==> src/rtl/fetch_ctrl_if.sv <==
`default_nettype none
// ============================================================================
//  Module   : fetch_ctrl_if
//  Purpose  : Loader, program-memory and decode-side signals of fetch_ctrl.
//             The master modport is the controller; the slave modport is the
//             environment (loader, memory, decode stage).
//  Revision : 1.0  initial release
// ============================================================================
interface fetch_ctrl_if #(
    parameter int AW = 5,
    parameter int DW = 32
);
    logic          ld_start;
    logic          ld_valid;
    logic [DW-1:0] ld_data;
    logic          ld_last;
    logic          ld_ready;
    logic          run_start;
    logic          br_taken;
    logic [AW-1:0] br_target;
    logic [AW-1:0] mem_addr;
    logic [DW-1:0] mem_wdata;
    logic          mem_write;
    logic [DW-1:0] mem_rdata;
    logic [DW-1:0] inst;
    logic [AW-1:0] inst_pc;
    logic          inst_valid;
    logic          inst_ready;
    logic          halted;
    logic          busy;

    modport master (
        input  ld_start, ld_valid, ld_data, ld_last, run_start,
               br_taken, br_target, mem_rdata, inst_ready,
        output ld_ready, mem_addr, mem_wdata, mem_write,
               inst, inst_pc, inst_valid, halted, busy
    );

    modport slave (
        output ld_start, ld_valid, ld_data, ld_last, run_start,
               br_taken, br_target, mem_rdata, inst_ready,
        input  ld_ready, mem_addr, mem_wdata, mem_write,
               inst, inst_pc, inst_valid, halted, busy
    );
endinterface
`default_nettype wire

==> src/rtl/fetch_ctrl.sv <==
`default_nettype none
// ============================================================================
//  Module   : fetch_ctrl
//  Purpose  : Program counter / sequencer sharing the single instruction
//             memory port between the program loader and instruction fetch.
//             Supports load, run, branch redirect, stall and halt-on-opcode.
//  Revision : 1.0  initial release
// ============================================================================
module fetch_ctrl #(
    parameter int            AW        = 5,
    parameter int            DW        = 32,
    parameter logic [DW-1:0] HALT_WORD = 32'hFFFF_FFFF
) (
    input  wire logic    CLK,
    input  wire logic    RST,
    fetch_ctrl_if.master bus
);

    typedef enum logic [1:0] {
        ST_IDLE = 2'd0,
        ST_LOAD = 2'd1,
        ST_RUN  = 2'd2,
        ST_HALT = 2'd3
    } state_t;

    localparam logic [AW-1:0] c_PTR_MAX = '1;

    state_t        r_state;
    logic [AW-1:0] r_pc;
    logic [AW-1:0] r_ld_ptr;
    logic [DW-1:0] r_inst;
    logic [AW-1:0] r_inst_pc;
    logic          r_inst_valid;

    // Output slot is free this cycle (empty, or being consumed).
    logic w_slot_free;
    // Word at pc is the halt opcode.
    logic w_halt_hit;

    assign w_slot_free = !r_inst_valid || bus.inst_ready;
    assign w_halt_hit  = (bus.mem_rdata == HALT_WORD);

    // Sequencer: state, pointers and the registered instruction slot.
    always_ff @(posedge CLK) begin
        if (RST) begin
            r_state      <= ST_IDLE;
            r_pc         <= '0;
            r_ld_ptr     <= '0;
            r_inst       <= '0;
            r_inst_pc    <= '0;
            r_inst_valid <= 1'b0;
        end else begin
            unique case (r_state)
                ST_IDLE: begin
                    if (bus.ld_start) begin
                        r_state  <= ST_LOAD;
                        r_ld_ptr <= '0;
                    end else if (bus.run_start) begin
                        r_state <= ST_RUN;
                        r_pc    <= '0;
                    end
                end
                ST_LOAD: begin
                    if (bus.ld_valid) begin
                        // Pointer saturates at the top address; no wrap.
                        if (r_ld_ptr != c_PTR_MAX)
                            r_ld_ptr <= r_ld_ptr + 1'b1;
                        if (bus.ld_last || (r_ld_ptr == c_PTR_MAX))
                            r_state <= ST_IDLE;
                    end
                end
                ST_RUN: begin
                    if (bus.br_taken) begin
                        // Redirect wins over fetch and flushes the slot.
                        r_pc         <= bus.br_target;
                        r_inst_valid <= 1'b0;
                    end else if (w_slot_free) begin
                        if (w_halt_hit) begin
                            // Halt opcode is never issued; pc holds on it.
                            r_state      <= ST_HALT;
                            r_inst_valid <= 1'b0;
                        end else begin
                            r_inst       <= bus.mem_rdata;
                            r_inst_pc    <= r_pc;
                            r_inst_valid <= 1'b1;
                            r_pc         <= r_pc + 1'b1;
                        end
                    end
                end
                ST_HALT: begin
                    if (bus.inst_ready)
                        r_inst_valid <= 1'b0;
                    if (bus.ld_start) begin
                        r_state      <= ST_LOAD;
                        r_ld_ptr     <= '0;
                        r_inst_valid <= 1'b0;
                    end else if (bus.run_start) begin
                        r_state      <= ST_RUN;
                        r_pc         <= '0;
                        r_inst_valid <= 1'b0;
                    end
                end
                default: r_state <= ST_IDLE;
            endcase
        end
    end

    // Memory port mux: loader owns it in LOAD, fetch owns it in RUN.
    always_comb begin
        bus.mem_addr  = '0;
        bus.mem_wdata = '0;
        bus.mem_write = 1'b0;
        unique case (r_state)
            ST_LOAD: begin
                bus.mem_addr = r_ld_ptr;
                // A reset cycle must not commit a loader word.
                if (bus.ld_valid && !RST) begin
                    bus.mem_wdata = bus.ld_data;
                    bus.mem_write = 1'b1;
                end
            end
            ST_RUN:  bus.mem_addr = r_pc;
            default: bus.mem_addr = '0;
        endcase
    end

    assign bus.ld_ready   = (r_state == ST_LOAD);
    assign bus.halted     = (r_state == ST_HALT);
    assign bus.busy       = (r_state == ST_LOAD) || (r_state == ST_RUN);
    assign bus.inst       = r_inst;
    assign bus.inst_pc    = r_inst_pc;
    assign bus.inst_valid = r_inst_valid;

endmodule
`default_nettype wire

==> src/flat_wrapper.sv <==
// flat-port wrapper written by rule: the top's interface ports become plain ports
module fetch_ctrl_flat 
#(
    parameter int            AW        = 5,
    parameter int            DW        = 32,
    parameter logic [DW-1:0] HALT_WORD = 32'hFFFF_FFFF
)
  (CLK, RST, bus_ld_start, bus_ld_valid, bus_ld_data, bus_ld_last, bus_run_start, bus_br_taken, bus_br_target, bus_mem_rdata, bus_inst_ready, bus_ld_ready, bus_mem_addr, bus_mem_wdata, bus_mem_write, bus_inst, bus_inst_pc, bus_inst_valid, bus_halted, bus_busy);
  fetch_ctrl_if #(.AW(AW), .DW(DW)) bus_i ();
  input  wire logic CLK;
  input  wire logic RST;
  input wire logic [$bits(bus_i.ld_start)-1:0] bus_ld_start;
  input wire logic [$bits(bus_i.ld_valid)-1:0] bus_ld_valid;
  input wire logic [$bits(bus_i.ld_data)-1:0] bus_ld_data;
  input wire logic [$bits(bus_i.ld_last)-1:0] bus_ld_last;
  input wire logic [$bits(bus_i.run_start)-1:0] bus_run_start;
  input wire logic [$bits(bus_i.br_taken)-1:0] bus_br_taken;
  input wire logic [$bits(bus_i.br_target)-1:0] bus_br_target;
  input wire logic [$bits(bus_i.mem_rdata)-1:0] bus_mem_rdata;
  input wire logic [$bits(bus_i.inst_ready)-1:0] bus_inst_ready;
  output wire logic [$bits(bus_i.ld_ready)-1:0] bus_ld_ready;
  output wire logic [$bits(bus_i.mem_addr)-1:0] bus_mem_addr;
  output wire logic [$bits(bus_i.mem_wdata)-1:0] bus_mem_wdata;
  output wire logic [$bits(bus_i.mem_write)-1:0] bus_mem_write;
  output wire logic [$bits(bus_i.inst)-1:0] bus_inst;
  output wire logic [$bits(bus_i.inst_pc)-1:0] bus_inst_pc;
  output wire logic [$bits(bus_i.inst_valid)-1:0] bus_inst_valid;
  output wire logic [$bits(bus_i.halted)-1:0] bus_halted;
  output wire logic [$bits(bus_i.busy)-1:0] bus_busy;
  assign bus_i.ld_start = bus_ld_start;
  assign bus_i.ld_valid = bus_ld_valid;
  assign bus_i.ld_data = bus_ld_data;
  assign bus_i.ld_last = bus_ld_last;
  assign bus_i.run_start = bus_run_start;
  assign bus_i.br_taken = bus_br_taken;
  assign bus_i.br_target = bus_br_target;
  assign bus_i.mem_rdata = bus_mem_rdata;
  assign bus_i.inst_ready = bus_inst_ready;
  assign bus_ld_ready = bus_i.ld_ready;
  assign bus_mem_addr = bus_i.mem_addr;
  assign bus_mem_wdata = bus_i.mem_wdata;
  assign bus_mem_write = bus_i.mem_write;
  assign bus_inst = bus_i.inst;
  assign bus_inst_pc = bus_i.inst_pc;
  assign bus_inst_valid = bus_i.inst_valid;
  assign bus_halted = bus_i.halted;
  assign bus_busy = bus_i.busy;
  fetch_ctrl #(.AW(AW), .DW(DW), .HALT_WORD(HALT_WORD)) u_core (.CLK(CLK), .RST(RST), .bus(bus_i));
endmodule
==> config.mk <==
export PLATFORM = sky130hd
export DESIGN_NAME = fetch_ctrl_flat
export DESIGN_NICKNAME = d
export VERILOG_FILES = /design/src/rtl/fetch_ctrl_if.sv /design/src/rtl/fetch_ctrl.sv /design/src/flat_wrapper.sv
export SDC_FILE = /design/constraint.sdc
export NUM_CORES = 1
export LEC_CHECK = 0
export ABC_AREA = 1
export CAP_MARGIN = 20
export CORE_MARGIN = 2
export CORE_UTILIZATION = 30
export DETAILED_ROUTE_END_ITERATION = 12
export GPL_ROUTABILITY_DRIVEN = 0
export PLACE_DENSITY = 0.65
export SYNTH_ARGS = -nofsm -noshare
export SYNTH_HDL_FRONTEND = slang
export SYNTH_SLANG_ARGS = --single-unit
==> constraint.sdc <==
create_clock -name CLK -period 3.4 [get_ports CLK]
set_clock_uncertainty 0.05 [all_clocks]
set_input_delay 0.34 -clock CLK [delete_from_list [all_inputs] [get_ports CLK]]
set_output_delay 0.34 -clock CLK [all_outputs]
set_load 0.05 [all_outputs]
Word level (Yosys, flattened, before mapping)
Index checks and enable logic that the tools add are counted.

storage, ports and cells
  register bits after elaboration = 50
  output and inout port bits = 79

cells by class
  $add $sub $neg = 2
  equality and inequality tests = 19
  muxes and demuxes = 30
  bitwise gates (word level) = 2
  reduce and logical (&&, ||, !) cells = 16

operators with widths
  operator                                               count
  two-way mux 32 bit                                     2
  two-way mux 5 bit                                      8
  equality test 32 bit, second input constant            1
  case mux 5 bit (2 select lines)                        3
  two-way mux 2 bit                                      7
  inequality test 2 x 1 -> 1 bit, second input constant  6
  adder 5 x 1 -> 5 bit, second input constant            2
  two-way mux 1 bit                                      8
  AND reduction 4 bit                                    2
  inequality test 2 bit, second input constant           3
  case mux 2 bit (3 select lines)                        1
  AND reduction 6 bit                                    1
  nonzero test 2 bit                                     3
  equality test 5 bit, second input constant             1
  inequality test 5 bit, second input constant           1
  AND reduction 5 bit                                    1
  equality test 2 bit, second input constant             2
  inequality test 4 bit, second input constant           1
  logical OR 1 bit                                       3
  inequality test 3 x 1 -> 1 bit, second input constant  1
  inequality test 3 x 2 -> 1 bit, second input constant  1
  inequality test 3 bit, second input constant           1
  AND reduction 3 bit                                    1
  equality test 2 x 1 -> 1 bit, second input constant    1
  other kinds (6)                                        8

Depth between registers and ports, before layout
  word-level depth = 5
  gate-level depth with buffers = 10
  gate-level depth less buffers = 10

Worst setup path before layout
OpenSTA, ideal clock, no wires.

  kind = flip-flop to output port
  start point = register u_core.r_state[0]
  end point = output bus_mem_wdata[22]
  data arrival time = 2.118 ns
  data required time = 3.010 ns
  path slack = 0.892 ns
  cell stages (with the launch flop) = 6
  cell sequence = dfxtp_1 ha_1 buf_2 nand2_1 clkbuf_1 nor2_1

on the way
  longest elaborated chain between the ends = 2

RTL lines
  what                          line                source
  from (decl)                   fetch_ctrl.sv:28    state_t r_state;
  from (signal assigned)        fetch_ctrl.sv:46    r_state <= ST_IDLE;
  from (signal assigned)        fetch_ctrl.sv:56    r_state <= ST_LOAD;
  from (signal assigned)        fetch_ctrl.sv:59    r_state <= ST_RUN;
  equality test 2 x 1 -> 1 bit  --
  via bus_ld_ready              flat_wrapper.sv:21  output wire logic [$bits(bus_i.ld_ready)-1:0] bus_ld_ready;
  two-way mux 32 bit            fetch_ctrl.sv:113   unique case (r_state)
  to (decl)                     flat_wrapper.sv:23  output wire logic [$bits(bus_i.mem_wdata)-1:0] bus_mem_wdata;

The timed path passes the listed nets, and every way through them passes these cells.

Final worst setup path
  start point = register u_core.r_state[0]
  end point = output bus_mem_wdata[29]

on the way
  longest elaborated chain between the ends = 2

RTL lines
  what                          line
  equality test 2 x 1 -> 1 bit  fetch_ctrl.sv:113
  two-way mux 32 bit            fetch_ctrl.sv:113

Every way passes these cells.

==> impl_metrics.toml <==
[critical_path]
crit_end = "bus_mem_wdata[29]"
critPathLaunchType = "flop"
reg2reg_slack_ns = 1.11
crit_chain = "ha_1 -> nand2_1 -> buf_4 -> nor2_1 -> clkdlybuf4s50_1"
max_stage_delay_ns = 0.83
end_kind = "primary output"
slowest_stage = "clkdlybuf4s50_1"
arrival_ns = 2.40
rr_worst_depth = 8
reg2reg_to = "u_core.r_pc[1]"
critical_path.top_delay_family = "buffers and inverters"
worstPathMaxFanout = 33
cp.depth = 5
path_buf_inv = 2
crit_required_ns = 3.01
r2r-start = "u_core.r_state[0]"
path_class = "flop to primary output"
startpoint = "u_core.r_state[0]"

[power_and_ir_drop]
power_frac_clock = 0.144
vdd_drop_max_mv = 0.262
power.switching_uw = 1330
powerDensity_mw_per_mm2 = 658
internal_power_uw = 1500
pwr-share-comb = 0.564
p_leak_uw = 0.00180
pwr-share-seq = 0.292
p_sw_frac = 0.469

[yosys]
syn_nets = 494
yosys_register_bits = 50
synth_xor_area_frac = 0.0135
avgSynthCellArea_um2 = 6.35
yosys.area_share.simple = 0.322
syn_inst = 410
synth_top_family_by_area = "simple AND/OR/NAND/NOR gates"
synth.distinct_cells = 24
yosys-mux-area-fraction = 0
seq_area_frac_synth = 0.384
synth_fa_ha_area_frac = 0.0336
synth_top_area_cell = "dfxtp_1"
synth_area_leaders = "dfxtp_1, nor2_1, nand2_1, inv_1, o21ai_0"
synth_area_mm2 = 0.00260
synth_compound_area_frac = 0.135
yosysTopAreaCellShare = 0.384
synth_warnings = 0

[cts]
clkSlewWorstSetupHoldPaths_ns = 0.09
cts_inserted_buffers = 5
post_cts_buffers = 0
h-tree-depth = 2
cts-resized-gates = 0
cts.sinks = 50
clockBufferDepth = 2
clock_latency_ns = 0.30
hold_buffers = 0
clockRootBuffer = "clkbuf_8"
cts_tree = "done"

[status]
status = "finished, final reports clean"

[cells_and_area]
layout.nets = 641
drive_above_1_share = 0.0341
synthToLayoutAreaGrowth_pct = 65.2
fill_cells = 838
final-seq-area_mm2 = 0.00100
antenna_cells = 0
fin_cells = 663
multi_input_area_mm2 = 0.00131

[timing]
finalCritPeriodShare = 0.820
fin_tns_setup_ns = 0
slew_headroom = 0.577
fin_crit_ns = 2.79
maxSlewViolCount = 0
hold_viol_final = 0
worst_pin_slew_ns = 0.634
setup_viol = 0
fmax_mhz = 359
rsz0062_at_grt = "no"

[hold_path]
hold_path.startpoint = "u_core.bus.inst[11]"
hold_path_depth = 2
hold_path.class = "flop to flop"

[route]
drc_errors = 0
vias_per_cell = 4.51
firstDrtPassIters = 4
wl_per_cell_um = 11.9
wirelength_mm = 7.89
vias = 2992
ant_nets = 0
dr.first_iter.drc_count = 83

[placement]
port_buffers = 155
dpl.cell_count = 655
dpl.hpwl_mm = 6.26

[grt]
grt_max_degree = 38
antenna_found_initial = 0
grt_pass1_wl_mm = 13.0
overflow = 0
grt.total_usage = 0.165
grt_pass1_vias = 2934

[floorplanning]
die_area_mm2 = 0.00944
rows = 33
start_util = 0.314
die_y_um = 97.2
io_pins = 156
core_area_mm2 = 0.00830
die_x_um = 97.2

[flow_run]
drv_cap = 0
-- tightest hold or removal path: cells and delay by family (launching register included) --
family,cells,cell delay (ns)
flops,1,0.33
simple gates,2,0.12
-- placed cells by master (no fill, tap or decap) --
master / n
nor3_2: 1
a31oi_1: 2
clkbuf_1: 2
a21oi_1: 16
nand2_2: 1
nor2_1: 137
o21bai_1: 1
dfxtp_1: 50
nor2_2: 2
ha_1: 7
xnor2_1: 3
nand3_1: 15
bufinv_16: 1
nor3_1: 1
o211ai_1: 1
inv_1: 48
nand4_1: 2
clkbuf_8: 5
clkdlybuf4s50_1: 151
buf_4: 7
xor2_1: 1
nand2_1: 54
a22oi_1: 1
o21ai_0: 27
inv_2: 2
o21ai_1: 20
-- per-layer routing --
metal	vias up	routed length [um]	GRT usage
met5	-	0	0
met4	0	84	0.0423
met3	8	656	0.0511
met2	117	3820	0.295
met1	1300	3330	0.190
li1	1567	-	-
-- worst min path at each step --
stage | slack [ns] | end
floorplan | 0.36 | u_core.r_ld_ptr[1]
global route | 0.47 | u_core.bus.inst[23]
finish | 0.44 | u_core.bus.inst[11]
global placement | 0.41 | u_core.bus.inst[6]
CTS | 0.44 | u_core.bus.inst[11]
detailed placement | 0.42 | u_core.bus.inst_pc[2]
-- state kept, by name (all words and copies together), names as in the netlist --
| signal | flops |
|---|---|
| u_core.bus.inst | 32 |
| u_core.r_pc | 5 |
| u_core.bus.inst_pc | 5 |
| u_core.bus.inst_valid | 1 |
| u_core.r_ld_ptr | 5 |
| u_core.r_state | 2 |
-- area by class of cell --
cell class / instances / share of cell area
clock buffers: 7 / 0.0177
clock inverters: 1 / 0.00698
inverters: 50 / 0.0436
multi-input cells: 292 / 0.305
flip-flops and latches: 50 / 0.233
well taps: 105 / 0.0305
repair buffers: 158 / 0.364
-- stage by stage --
stage | power (uW) | setup slack, ns | hold slack (ns) | util | cell area (um^2)
6_report | 2830 | 0.612 | 0.435 | 0.518 | 4300
5_1_grt | 3030 | 0.454 | 0.468 | 0.518 | 4300
4_1_cts | 2860 | 0.550 | 0.441 | 0.518 | 4300
3_5_place_dp | 2450 | 0.779 | 0.421 | 0.506 | 4200
3_3_place_gp | 2430 | 0.806 | 0.412 | 0.506 | 4200
2_1_floorplan | 1960 | 0.892 | 0.359 | - | 2600
-- power by group through the flow --
| stage | clock [uW] | sequential [uW] | combinational (uW) |
|---|---|---|---|
| after floorplan | 0 | 1140 | 821 |
| after global placement | 0 | 837 | 1600 |
| after detailed placement | 0 | 842 | 1610 |
| after CTS | 421 | 829 | 1610 |
| after global routing | 443 | 848 | 1740 |
| final | 408 | 827 | 1600 |
-- cell usage after synthesis --
master,count
a21oi_1,16
a22oi_1,1
a31oi_1,2
buf_2,5
buf_6,4
clkbuf_1,9
dfxtp_1,50
ha_1,7
inv_1,48
inv_2,2
nand2_1,54
nand2_2,1
nand3_1,15
nand4_1,2
nor2_1,137
nor2_2,2
nor3_1,1
nor3_2,1
o211ai_1,1
o21ai_0,27
o21ai_1,20
o21bai_1,1
xnor2_1,3
xor2_1,1
-- logic make-up (layout without fill, tap and decap cells) --
| group | after synthesis | in the layout |
|---|---|---|
| AND/OR/NAND/NOR | 213 | 213 |
| AO/OA/AOI/OAI | 68 | 68 |
| buffers and inverters | 68 | 216 |
| flip-flops | 50 | 50 |
| adder cells (fa/ha/maj) | 7 | 7 |
| XOR/XNOR | 4 | 4 |
Note: power is estimated with default switching activity, not from simulation.
